### config.mk
export PLATFORM = sky130hd
export DESIGN_NAME = parity_game_ctrl
export DESIGN_NICKNAME = d
export VERILOG_FILES = /design/src/rtl/parity_game_ctrl.sv
export SDC_FILE = /design/constraint.sdc
export NUM_CORES = 1
export LEC_CHECK = 0
export BUFFER_PORTS_ARGS = -buffer_cell sky130_fd_sc_hd__buf_2
export CORE_UTILIZATION = 48
export CTS_BUF_LIST = sky130_fd_sc_hd__clkbuf_8
export DETAILED_ROUTE_END_ITERATION = 8
export GPL_TIMING_DRIVEN = 0
export PLACE_DENSITY = 0.64
export SYNTH_ARGS = -nofsm -noshare
export SYNTH_HDL_FRONTEND = slang
export SYNTH_SLANG_ARGS = --single-unit
### constraint.sdc
create_clock -name clk -period 9.78 [get_ports clk]
set_input_delay 1.467 -clock clk [delete_from_list [all_inputs] [get_ports clk]]
set_output_delay 1.467 -clock clk [all_outputs]
set_load 0.02 [all_outputs]
### src/rtl/parity_game_ctrl.sv
// Parity game controller.
// The player loads a 16-bit word arranged as a 4x4 grid. The block can then
// inject a single-bit error at a pseudo-random position, and the player asks
// for a correction. The correction uses the row/column parity syndrome. The
// round scores as a success only when the corrected word matches the word
// that was loaded.
//
// Key handshake: each key is an active-low level input. It is synchronised
// and turned into a single-cycle pulse on its press (falling edge). When
// several pulses land on the same cycle, only the highest-priority one is
// consumed (load > inject > correct) and the rest are discarded.
module parity_game_ctrl #(
  parameter int TIMEOUT_CYC = 50000000
) (
  input  logic        clk,
  input  logic        rst,
  input  logic        key_load,
  input  logic        key_inject,
  input  logic        key_correct,
  input  logic [15:0] sw,
  output logic [15:0] num,
  output logic [3:0]  err_idx,
  output logic        err_valid,
  output logic [4:0]  fix_idx,
  output logic [2:0]  state,
  output logic        done,
  output logic [7:0]  score
);

  localparam int TW = (TIMEOUT_CYC > 1) ? $clog2(TIMEOUT_CYC) : 1;
  localparam logic [TW-1:0] T_LAST = TW'(TIMEOUT_CYC - 1);

  typedef enum logic [2:0] {
    S_IDLE      = 3'd0,
    S_LOADED    = 3'd1,
    S_INJECTED  = 3'd2,
    S_ARMED     = 3'd3,
    S_CORRECTED = 3'd4,
    S_FAIL      = 3'd5
  } state_t;

  // ---------------------------------------------------------------------
  // Key conditioning: bit 2 = load, bit 1 = inject, bit 0 = correct
  // ---------------------------------------------------------------------
  logic [2:0] keys;
  logic [2:0] sync1;
  logic [2:0] sync2;
  logic [2:0] prev;
  logic [1:0] settle;
  logic [2:0] fall;
  logic       load_p;
  logic       inject_p;
  logic       correct_p;

  assign keys = {key_load, key_inject, key_correct};

  // Two-flop synchroniser, edge-history flop and post-reset settle counter.
  // Until the pipeline has refilled with real key levels, no pulse is
  // allowed. Without this, a key held low through reset would look like
  // a fresh press.
  always_ff @(posedge clk or posedge rst) begin
    if (rst) begin
      sync1  <= 3'b111;
      sync2  <= 3'b111;
      prev   <= 3'b111;
      settle <= 2'd0;
    end else begin
      sync1 <= keys;
      sync2 <= sync1;
      prev  <= sync2;
      if (settle != 2'd3) settle <= settle + 2'd1;
    end
  end

  assign fall      = (settle == 2'd3) ? (prev & ~sync2) : 3'b000;
  assign load_p    = fall[2];
  assign inject_p  = fall[1] & ~fall[2];
  assign correct_p = fall[0] & ~fall[2] & ~fall[1];

  // ---------------------------------------------------------------------
  // 4-bit LFSR for the inject position (x^4 + x^3 + 1, never zero)
  // ---------------------------------------------------------------------
  logic [3:0] lfsr;

  // Free-running LFSR that advances every cycle.
  always_ff @(posedge clk or posedge rst) begin
    if (rst) lfsr <= 4'b0001;
    else     lfsr <= {lfsr[2:0], lfsr[3] ^ lfsr[2]};
  end

  // ---------------------------------------------------------------------
  // Parity helpers: bit index is 4*row + col
  // ---------------------------------------------------------------------
  function automatic logic [3:0] row_parity(input logic [15:0] w);
    logic [3:0] p;
    for (int r = 0; r < 4; r++) p[r] = ^w[4*r +: 4];
    return p;
  endfunction

  function automatic logic [3:0] col_parity(input logic [15:0] w);
    logic [3:0] p;
    for (int c = 0; c < 4; c++) p[c] = w[c] ^ w[c+4] ^ w[c+8] ^ w[c+12];
    return p;
  endfunction

  function automatic logic one_hot(input logic [3:0] v);
    return (v != 4'd0) && ((v & (v - 4'd1)) == 4'd0);
  endfunction

  function automatic logic [1:0] enc4(input logic [3:0] v);
    logic [1:0] e;
    e = 2'd0;
    for (int i = 0; i < 4; i++) if (v[i]) e = 2'(i);
    return e;
  endfunction

  // ---------------------------------------------------------------------
  // Datapath registers and syndrome
  // ---------------------------------------------------------------------
  state_t        state_q, state_d;
  logic [15:0]   num_q, num_d;
  logic [15:0]   golden_q, golden_d;
  logic [3:0]    row_par_q, row_par_d;
  logic [3:0]    col_par_q, col_par_d;
  logic [3:0]    err_idx_q, err_idx_d;
  logic          err_valid_q, err_valid_d;
  logic [TW-1:0] timer_q, timer_d;
  logic [7:0]    score_q, score_d;
  logic [4:0]    fix_q;
  logic [4:0]    fix_next;
  logic [3:0]    row_mis;
  logic [3:0]    col_mis;
  logic [15:0]   corrected;

  assign row_mis = row_parity(num_q) ^ row_par_q;
  assign col_mis = col_parity(num_q) ^ col_par_q;

  // Map the syndrome to a single bit index, or 16 when it is not a clean
  // single-bit error.
  always_comb begin
    fix_next = 5'd16;
    if (one_hot(row_mis) && one_hot(col_mis))
      fix_next = {1'b0, enc4(row_mis), enc4(col_mis)};
  end

  // The syndrome index is registered, so it trails num by one cycle.
  always_ff @(posedge clk or posedge rst) begin
    if (rst) fix_q <= 5'd16;
    else     fix_q <= fix_next;
  end

  assign corrected = fix_q[4] ? num_q : (num_q ^ (16'h0001 << fix_q[3:0]));

  // ---------------------------------------------------------------------
  // Game FSM: next state and datapath updates
  // ---------------------------------------------------------------------
  // A load is accepted in every state. The other events only apply in the
  // single state that expects them.
  always_comb begin
    state_d     = state_q;
    num_d       = num_q;
    golden_d    = golden_q;
    row_par_d   = row_par_q;
    col_par_d   = col_par_q;
    err_idx_d   = err_idx_q;
    err_valid_d = err_valid_q;
    timer_d     = timer_q;
    score_d     = score_q;
    if (load_p) begin
      num_d       = sw;
      golden_d    = sw;
      row_par_d   = row_parity(sw);
      col_par_d   = col_parity(sw);
      err_valid_d = 1'b0;
      timer_d     = '0;
      state_d     = S_LOADED;
    end else begin
      case (state_q)
        S_IDLE: begin
        end
        S_LOADED: begin
          if (inject_p) begin
            num_d       = num_q ^ (16'h0001 << lfsr);
            err_idx_d   = lfsr;
            err_valid_d = 1'b1;
            state_d     = S_INJECTED;
          end
        end
        S_INJECTED: begin
          // One cycle lets the registered syndrome catch up with the flip.
          timer_d = '0;
          state_d = S_ARMED;
        end
        S_ARMED: begin
          if (correct_p) begin
            num_d = corrected;
            if (corrected == golden_q) begin
              state_d = S_CORRECTED;
              if (score_q != 8'hFF) score_d = score_q + 8'd1;
            end else begin
              state_d = S_FAIL;
            end
          end else if (timer_q == T_LAST) begin
            state_d = S_FAIL;
          end else begin
            timer_d = timer_q + 1'b1;
          end
        end
        S_CORRECTED, S_FAIL: begin
        end
        default: state_d = S_IDLE;
      endcase
    end
  end

  // Register the FSM state and every datapath field.
  always_ff @(posedge clk or posedge rst) begin
    if (rst) begin
      state_q     <= S_IDLE;
      num_q       <= 16'd0;
      golden_q    <= 16'd0;
      row_par_q   <= 4'd0;
      col_par_q   <= 4'd0;
      err_idx_q   <= 4'd0;
      err_valid_q <= 1'b0;
      timer_q     <= '0;
      score_q     <= 8'd0;
    end else begin
      state_q     <= state_d;
      num_q       <= num_d;
      golden_q    <= golden_d;
      row_par_q   <= row_par_d;
      col_par_q   <= col_par_d;
      err_idx_q   <= err_idx_d;
      err_valid_q <= err_valid_d;
      timer_q     <= timer_d;
      score_q     <= score_d;
    end
  end

  assign num       = num_q;
  assign err_idx   = err_idx_q;
  assign err_valid = err_valid_q;
  assign fix_idx   = fix_q;
  assign state     = state_q;
  assign done      = (state_q == S_CORRECTED) || (state_q == S_FAIL);
  assign score     = score_q;

endmodule

Yosys cells after proc, flatten, opt, wreduce, memory -nomap -nowiden. Cells that the tools add are included. Widths: inputs -> output; s select.

Latch bits: 0. Bits in writable memories: 0. Memories: 0. Output and inout bits: 38. ROM bits: 0. Register bits: 102. Logic and storage cells: 130.

Divide/modulo/power cells: 0. Reductions and logical operators: 28. Equal/unequal tests: 16. $add $sub $neg: 5. Multiplexer cells: 26. Magnitude comparators: 0. Multiply operators: 0. Shifts and indexed selects: 2. Bitwise operators: 38.

Operator list (number): $mux 26 (3); $mux 16 (4); $pmux 26 s2 (1); $pmux 16 s2 (1); $reduce_xor 4->1 (8); $shl 1x4->16 const A (2); $xor 16x16->16 (2); $add 26x1->26 const B (1); $eq 26x26->1 const B (1); $xor 1x1->1 (25); $eq 16x16->1 (1); $mux 3 (5); $ne 3x3->1 const B (4); $pmux 3 s4 (1); $reduce_and 3->1 (4); $add 8x1->8 const B (1); $and 4x4->4 (2); $logic_not 4->1 (2); $mux 2 (4); $ne 8x8->1 const B (1); $reduce_bool 4->1 (2); $sub 4x1->4 const B (2); $xor 4x4->4 (2); $eq 3x2->1 const B (2); 21 further kinds (34).

Longest topological paths before layout. Gate-level depths: netlist of the first run.

Depth in word-level cells: 10. Mapped depth: 10.

Least setup slack after synthesis of the first run. OpenSTA, ideal clock, no wires.

Kind: register to register. Start point: reg num_q[14] (netlist: num[14]). End point: reg score_q[1] (netlist: score[1]). Data required time: 9.652 ns. Stages on the path, launching flop included: 9. Slack: 7.205 ns. Buffers on the path: 1. Data arrival time: 2.447 ns. Path through: dfrtp_1 > buf_4 > xnor2_1 > or4bb_1 > and3_4 > nor4_4 > nand2_1 > nor2_2 > mux2_1.

Word-level cells in the longest chain between the ends: 4.

RTL lines: from (decl) (RTL line 121) `logic [15:0] num_q, num_d;`; from (signal assigned) (RTL line 230) `num_q <= num_d;`; $xor 16x16->16 (RTL line 152) `assign corrected = fix_q[4] ? num_q : (num_q ^ (16'h0001 << fix_q[3:0]));`; $mux 16 * (RTL line 152); $eq 16x16->1 * (RTL line 197) `if (corrected == golden_q) begin`; $reduce_and 5->1 (no source line) *; to (signal assigned) (RTL line 237) `score_q <= score_d;`; to (decl) (RTL line 128) `logic [7:0] score_q, score_d;`.

Mark *: on every way between the ends. The rest lies on a longest branch, timed or not. A chain may end at the register's enable or synchronous reset.

Worst setup path in the final report of the first run.
Start point: reg settle[0]. End point: reg timer_q[7].

Word-level cells in the longest chain between the ends: 7. Elaborated cells on any way between the ends: 11. Classes of those cells: eq/ne: 3; mux: 2; bitwise: 4; reduce/logical: 2.

RTL lines: from (decl) (RTL line 49) `logic [1:0] settle;`; from (signal assigned) (RTL line 71) `if (settle != 2'd3) settle <= settle + 2'd1;`; $eq 2x2->1 * (RTL line 75) `assign fall = (settle == 2'd3) ? (prev & ~sync2) : 3'b000;`; $mux 3 * (RTL line 75); $not 1->1 (no source line); $and 1x1->1 (2 in a row) (RTL line 78) `assign correct_p = fall[0] & ~fall[2] & ~fall[1];`; $ne 3x3->1 (no source line); $reduce_and 3->1 (no source line); to (signal assigned) (RTL line 236) `timer_q <= timer_d;`; to (decl) (RTL line 127) `logic [TW-1:0] timer_q, timer_d;`.

Marks and branches as above.

==> impl_metrics.env, run 1 <==
export IMPL_fin_nets=755
export IMPL_yosysSeqAreaShare=0.429
export IMPL_dieArea_sq_um=12900
export IMPL_startpoint_type="flip-flop"
export IMPL_drt_iter0_drc=511
export IMPL_drc=0
export IMPL_hold_viol=0
export IMPL_wirelength_mm=17.0
export IMPL_portBuffers=58
export IMPL_grt_max_degree=59
export IMPL_synthCells=661
export IMPL_cts_resized=0
export IMPL_die_w_um=114
export IMPL_drv_cap=0
export IMPL_synth_seq_cells=102
export IMPL_fmax_mhz=336
export IMPL_ys_warnings_count=0
export IMPL_avgSynthCellArea_sq_um=9.06
export IMPL_ant_nets=0
export IMPL_areaGrowthSynthToFinish_pct=11.8
export IMPL_relSlewSlack=0.457
export IMPL_postLayoutCellArea_sq_um=6700
export IMPL_critPathKind="reg2reg"
export IMPL_synth_cell_types=69
export IMPL_grt_antenna_before_repair=0
export IMPL_power_leakage_nw=2.92
export IMPL_ys_flop_type="dfrtp_1"
export IMPL_hp_class="reg2reg"
export IMPL_syn_area_sq_um=5990
export IMPL_setup_tns_ps=0
export IMPL_rsz0062_at_grt="no"
export IMPL_grt_pass1_vias=4827
export IMPL_period_share=0.305
export IMPL_cp_slowest_cell="nand3b_1"
export IMPL_finalSetupViolCount=0
export IMPL_ctsLongestPathBuffers=2
export IMPL_synth_nets=685
export IMPL_core_area_sq_um=12100
export IMPL_cp_slowest_stage_delay_ps=410
export IMPL_synth_edf_count=0
export IMPL_cts_sinks=102
export IMPL_gr_usage_all_layers=0.276
export IMPL_crit_chain="ha_1 > clkbuf_1 > nand3b_1 > o21ai_0 > clkbuf_1 > o21ai_0 > clkbuf_1 > nor3_1 > xnor2_1 > nor2_1"
export IMPL_end_kind="flip-flop"
export IMPL_finClkSkew_ps=11.9
export IMPL_post_cts_repair_setup_buffers=0
export IMPL_critPathRequiredTime_ps=10040
export IMPL_slew_viol_final=0
export IMPL_fp_row_count=40
export IMPL_ios=59
export IMPL_wl_per_cell_um=18.8
export IMPL_gp_congestion=0.934
export IMPL_crit_top_cell="clkbuf_1"
export IMPL_tightest_slew_ps=814
export IMPL_cts_tree="yes"
export IMPL_cts_htree_levels=3
export IMPL_dp_hpwl_mm=12.5
export IMPL_utilization=0.555
export IMPL_holdBufCountCts=0
export IMPL_via_per_inst=5.84
export IMPL_critPathArrivalTime_ps=3240
export IMPL_cts_made_buffers=9
export IMPL_dpl_cell_area_sq_um=6520
export IMPL_clock_root_buffer="clkbuf_8"
export IMPL_clk_pin_slew_worst_paths_ps=90
export IMPL_ir_drop_mv=0.113
export IMPL_floorplan_initialDensity=0.496
export IMPL_grt_pass1_wl_mm=26.6
export IMPL_fin_crit_ps=2980
export IMPL_vias=5276
export IMPL_antenna_cells=0
export IMPL_path_max_fanout=10
export IMPL_grt_ovfl_total=0
export IMPL_die_h_um=114
export IMPL_synth_async_sr_flop_share=1.00
export IMPL_firstDrtPassIters=7
export IMPL_status="complete, no violations"
export IMPL_power_density_nw_per_um2=225
export IMPL_drive_gt1_frac=0.149
export IMPL_clk_latency_ps=390
## logic make-up after synthesis
kind of cell / share of synthesized area
AO/OA/AOI/OAI: 0.135
flip-flops: 0.429
buffers and inverters: 0.0322
AND/OR/NAND/NOR: 0.238
adder cells (fa/ha/maj): 0.00627
multiplexers: 0.0165
XOR/XNOR: 0.144
## cell usage in the layout (no fill, tap or decap), types with 10 or more instances in the layout
master and instances:
buf_2 65, xnor2_1 65, a21oi_1 31, a31oi_1 11
dfrtp_1 91, inv_1 10, clkbuf_1 27, nor3_1 12
dfstp_2 11, o21ai_0 37, nand3_1 21, xor2_1 23
nand2_1 109, and3_1 12, clkbuf_8 10, nor2_1 50
## sequential cells by signal, summed over array words and instances, names as in the netlist, 4 cells and up
signal	count
err_idx	4
score	8
golden_q	16
fix_idx	5
col_par_q	4
num	16
timer_q	26
lfsr	4
row_par_q	4
## cell usage after synthesis (all sizes together) (5+ instances only)
library cell,count,area share
o21ai,38,0.032
a21oi,31,0.026
nand2,109,0.068
buf,11,0.0090
nand3,22,0.020
nand2b,8,0.0084
inv,10,0.0063
xnor2,65,0.095
nor2b,9,0.0094
and3,13,0.014
xor2,23,0.034
nand3b,5,0.0063
dfrtp,91,0.38
o22ai,9,0.0094
and4,8,0.012
a31oi,11,0.011
nor2,51,0.032
nor4b,7,0.011
nor3,13,0.012
nor4,5,0.0088
dfstp,11,0.048
nand4,8,0.0094
clkbuf,27,0.017
o31ai,6,0.0075
mux2,7,0.013
## final cells by class
| class | instances | area [sq um] |
|---|---|---|
| repair buffers | 59 | 318 |
| flip-flops and latches | 102 | 2570 |
| clock inverters | 6 | 40.0 |
| plain buffers | 38 | 155 |
| fillers | 1131 | 5370 |
| well taps | 168 | 210 |
| clock buffers | 10 | 138 |
| inverters | 10 | 40.0 |
| multi-input cells | 511 | 3230 |
## power breakdown
group / internal, mW / switching, mW / leakage [nW]
Sequential: 0.481 / 0.0649 / 1.29
Combinational: 0.283 / 0.427 / 1.55
Clock: 0.0985 / 0.154 / 0.0857
Total: 0.863 / 0.645 / 2.92
## worst max-delay path: cells and delay by family (launching register included)
family,cells,cell delay (ps)
AOI/OAI and AO/OA,2,500
xor gates and xnor gates,1,150
adders and majority gates,1,150
buffers and inverters,3,920
DFF,1,380
and+or+nand+nor,3,760
## per-layer routing
metal | wire [um] | vias up | track usage
met5 | 0 | - | 0
met3 | 1230 | 14 | 0.0654
met4 | 188 | 0 | 0.0798
met1 | 8030 | 2595 | 0.399
met2 | 7510 | 216 | 0.410
li1 | - | 2451 | -
## worst paths after layout
check / from / endpoint / slack [ps] / cells after the start
max: settle[0] / timer_q[7] / 6800 / 10
min: sync1[2] / sync2[2] / 360 / 0
max reg2reg: settle[0] / timer_q[7] / 6800 / 10
min reg2reg: sync1[2] / sync2[2] / 360 / 0
max in group asynchronous: rst / prev[1] / 7930 / 3
min in group asynchronous: rst / golden_q[11] / 1120 / 2
## stage by stage
stage | power, mW | setup WS [ps] | cells | hold WS, ps
CTS | 1.51 | 6820 | 904 | 364
global route | 1.60 | 6500 | 904 | 368
global placement | 1.24 | 4430 | 887 | 348
detailed placement | 1.25 | 6830 | 888 | 350
finish | 1.51 | 6800 | 904 | 361
floorplan | 1.07 | 5660 | 661 | 345
(Power assumes the default switching activity.)
==> inputs of run 2 (changes only) <==
Clock period 9.78 ns to 3 ns, I/O delays scaled along.
==> run 2 against run 1 <==
Power rose to 3.3 times the previous value; combinational power grew to 3.3 times the previous value; sequential power grew to 3.3 times the previous value; sequential cell count unchanged; wire length shrank 0.63%; sequential share of layout area decreased by 0.15 points; register-to-register slack got worse by 6700 ps; clock skew is essentially flat; die area did not move; worst hold slack got worse by 200 ps; first-iteration DRC count shrank 19%; critical path depth is 3 lower.
==> impl_metrics.env, run 2 (synthesized netlist as in run 1, its figures left out) <==
export IMPL_status="complete, no violations"
export IMPL_slew_viol_final=0
export IMPL_grt_ovfl_total=0
export IMPL_wl_met1_mm=8.02
export IMPL_critPathKind="reg2reg"
export IMPL_drt_iter0_drc=412
export IMPL_hp_class="in2reg"
export IMPL_tightest_slew_ps=791
export IMPL_postLayoutCellArea_sq_um=6720
export IMPL_antenna_cells=0
export IMPL_grt_max_degree=42
export IMPL_dieArea_sq_um=12900
export IMPL_fillers=1133
export IMPL_startpoint_type="flip-flop"
export IMPL_gr_usage_all_layers=0.279
export IMPL_drive_gt1_frac=0.157
export IMPL_clk_latency_ps=390
export IMPL_die_w_um=114
export IMPL_holdPathEnd="sync1[0]"
export IMPL_clock_root_buffer="clkbuf_8"
export IMPL_setup_tns_ps=0
export IMPL_cts_sinks=102
export IMPL_min_delay_start="key_correct"
export IMPL_largest_register_ffs=26
export IMPL_grt_pass1_wl_mm=27.3
export IMPL_period_share=0.951
export IMPL_gp_congestion=0.936
export IMPL_final_common_cell="nand2_1"
export IMPL_drc=0
export IMPL_rsz0062_at_grt="no"
export IMPL_via_per_inst=5.80
export IMPL_r2r_end="score[1]"
export IMPL_met3_length_mm=1.12
export IMPL_top_layer_used="met4"
export IMPL_fin_nets=756
export IMPL_dp_hpwl_mm=12.7
export IMPL_finClkSkew_ps=11.5
export IMPL_relSlewSlack=0.472
export IMPL_reg2reg_depth=7
export IMPL_fin_crit_ps=2850
export IMPL_ctsLongestPathBuffers=2
export IMPL_ir_drop_mv=0.454
export IMPL_cts_tree="yes"
export IMPL_power_density_nw_per_um2=732
export IMPL_fmax_mhz=351
export IMPL_cts_resized=0
export IMPL_cts_htree_levels=3
export IMPL_finalSetupViolCount=0
export IMPL_die_h_um=114
export IMPL_r2r_start="fix_idx[2]"
export IMPL_ios=59
export IMPL_post_cts_repair_setup_buffers=0
export IMPL_critPathRequiredTime_ps=3280
export IMPL_final_cell_mix="nand2_1, dfrtp_1, xnor2_1, buf_2, nor2_1"
export IMPL_cts_made_buffers=9
export IMPL_power_leakage_nw=2.95
export IMPL_hold_viol=0
export IMPL_fp_row_count=40
export IMPL_wirelength_mm=16.9
export IMPL_holdBufCountCts=0
export IMPL_areaGrowthSynthToFinish_pct=12.3
export IMPL_drv_cap=0
export IMPL_hold_path_depth=1
export IMPL_end_kind="flip-flop"
export IMPL_top_register="timer_q"
export IMPL_firstDrtPassIters=4
export IMPL_vias=5248
export IMPL_clk_pin_slew_worst_paths_ps=100
export IMPL_critPathArrivalTime_ps=3130
export IMPL_grt_antenna_before_repair=0
export IMPL_ant_nets=0
export IMPL_wl_per_cell_um=18.6
export IMPL_floorplan_initialDensity=0.496
export IMPL_grt_pass1_vias=5048
export IMPL_wl_met2_mm=7.45
export IMPL_portBuffers=58
export IMPL_total_power_mw=4.92
export IMPL_dpl_cell_area_sq_um=6530
export IMPL_core_area_sq_um=12100
export IMPL_r2r_slack_ps=150
export IMPL_path_max_fanout=10
[run 2: final cells by class]
class                      instances  area, sq um  area share
multi-input combinational        511         3230       0.481
sequential                       102         2570       0.382
timing repair buffer              60          330      0.0491
tap                              168          210      0.0313
buffer                            38          161      0.0240
clock buffer                      10          138      0.0205
clock inverter                     6         41.3     0.00614
inverter                          10         41.3     0.00614
[run 2: worst max-delay path by stage]
stage	from	to
6_report	fix_idx[2]	score[1]
5_1_grt	settle[0]	timer_q[7]
4_1_cts	settle[0]	timer_q[23]
3_5_place_dp	settle[0]	timer_q[23]
3_3_place_gp	fix_idx[2]	score[1]
2_1_floorplan	num[14]	score[1]
[run 2: where the power goes]
group          internal, mW  switching [mW]
clock network         0.323           0.490
logic                 0.930            1.40
registers              1.57           0.209
total                  2.82            2.10
[run 2: worst max-delay path, cell delays in order (launching register included)]
cell and delay (ps):
dfrtp_1 450, buf_2 220, nor3b_1 470, nand3_1 170
a311oi_1 470, nand4_2 390, nor2_2 240, mux2_1 330
[run 2: through the flow]
| stage | cells | hold slack (ps) | setup WS, ps | utilization |
|---|---|---|---|---|
| after global routing | 905 | 133 | 48.7 | 0.557 |
| after CTS | 905 | 138 | 11.3 | 0.556 |
| final | 905 | 158 | 148 | 0.557 |
| after detailed placement | 889 | 349 | 38.5 | 0.542 |
| after global placement | 887 | 348 | 66.7 | 0.538 |
| after floorplan | 661 | 345 | 425 | - |
[run 2: layer usage]
metal  track usage  vias up
li1              -     2457
met5             0        -
met4        0.0632        0
met3        0.0680       21
met2         0.422      183
met1         0.404     2587
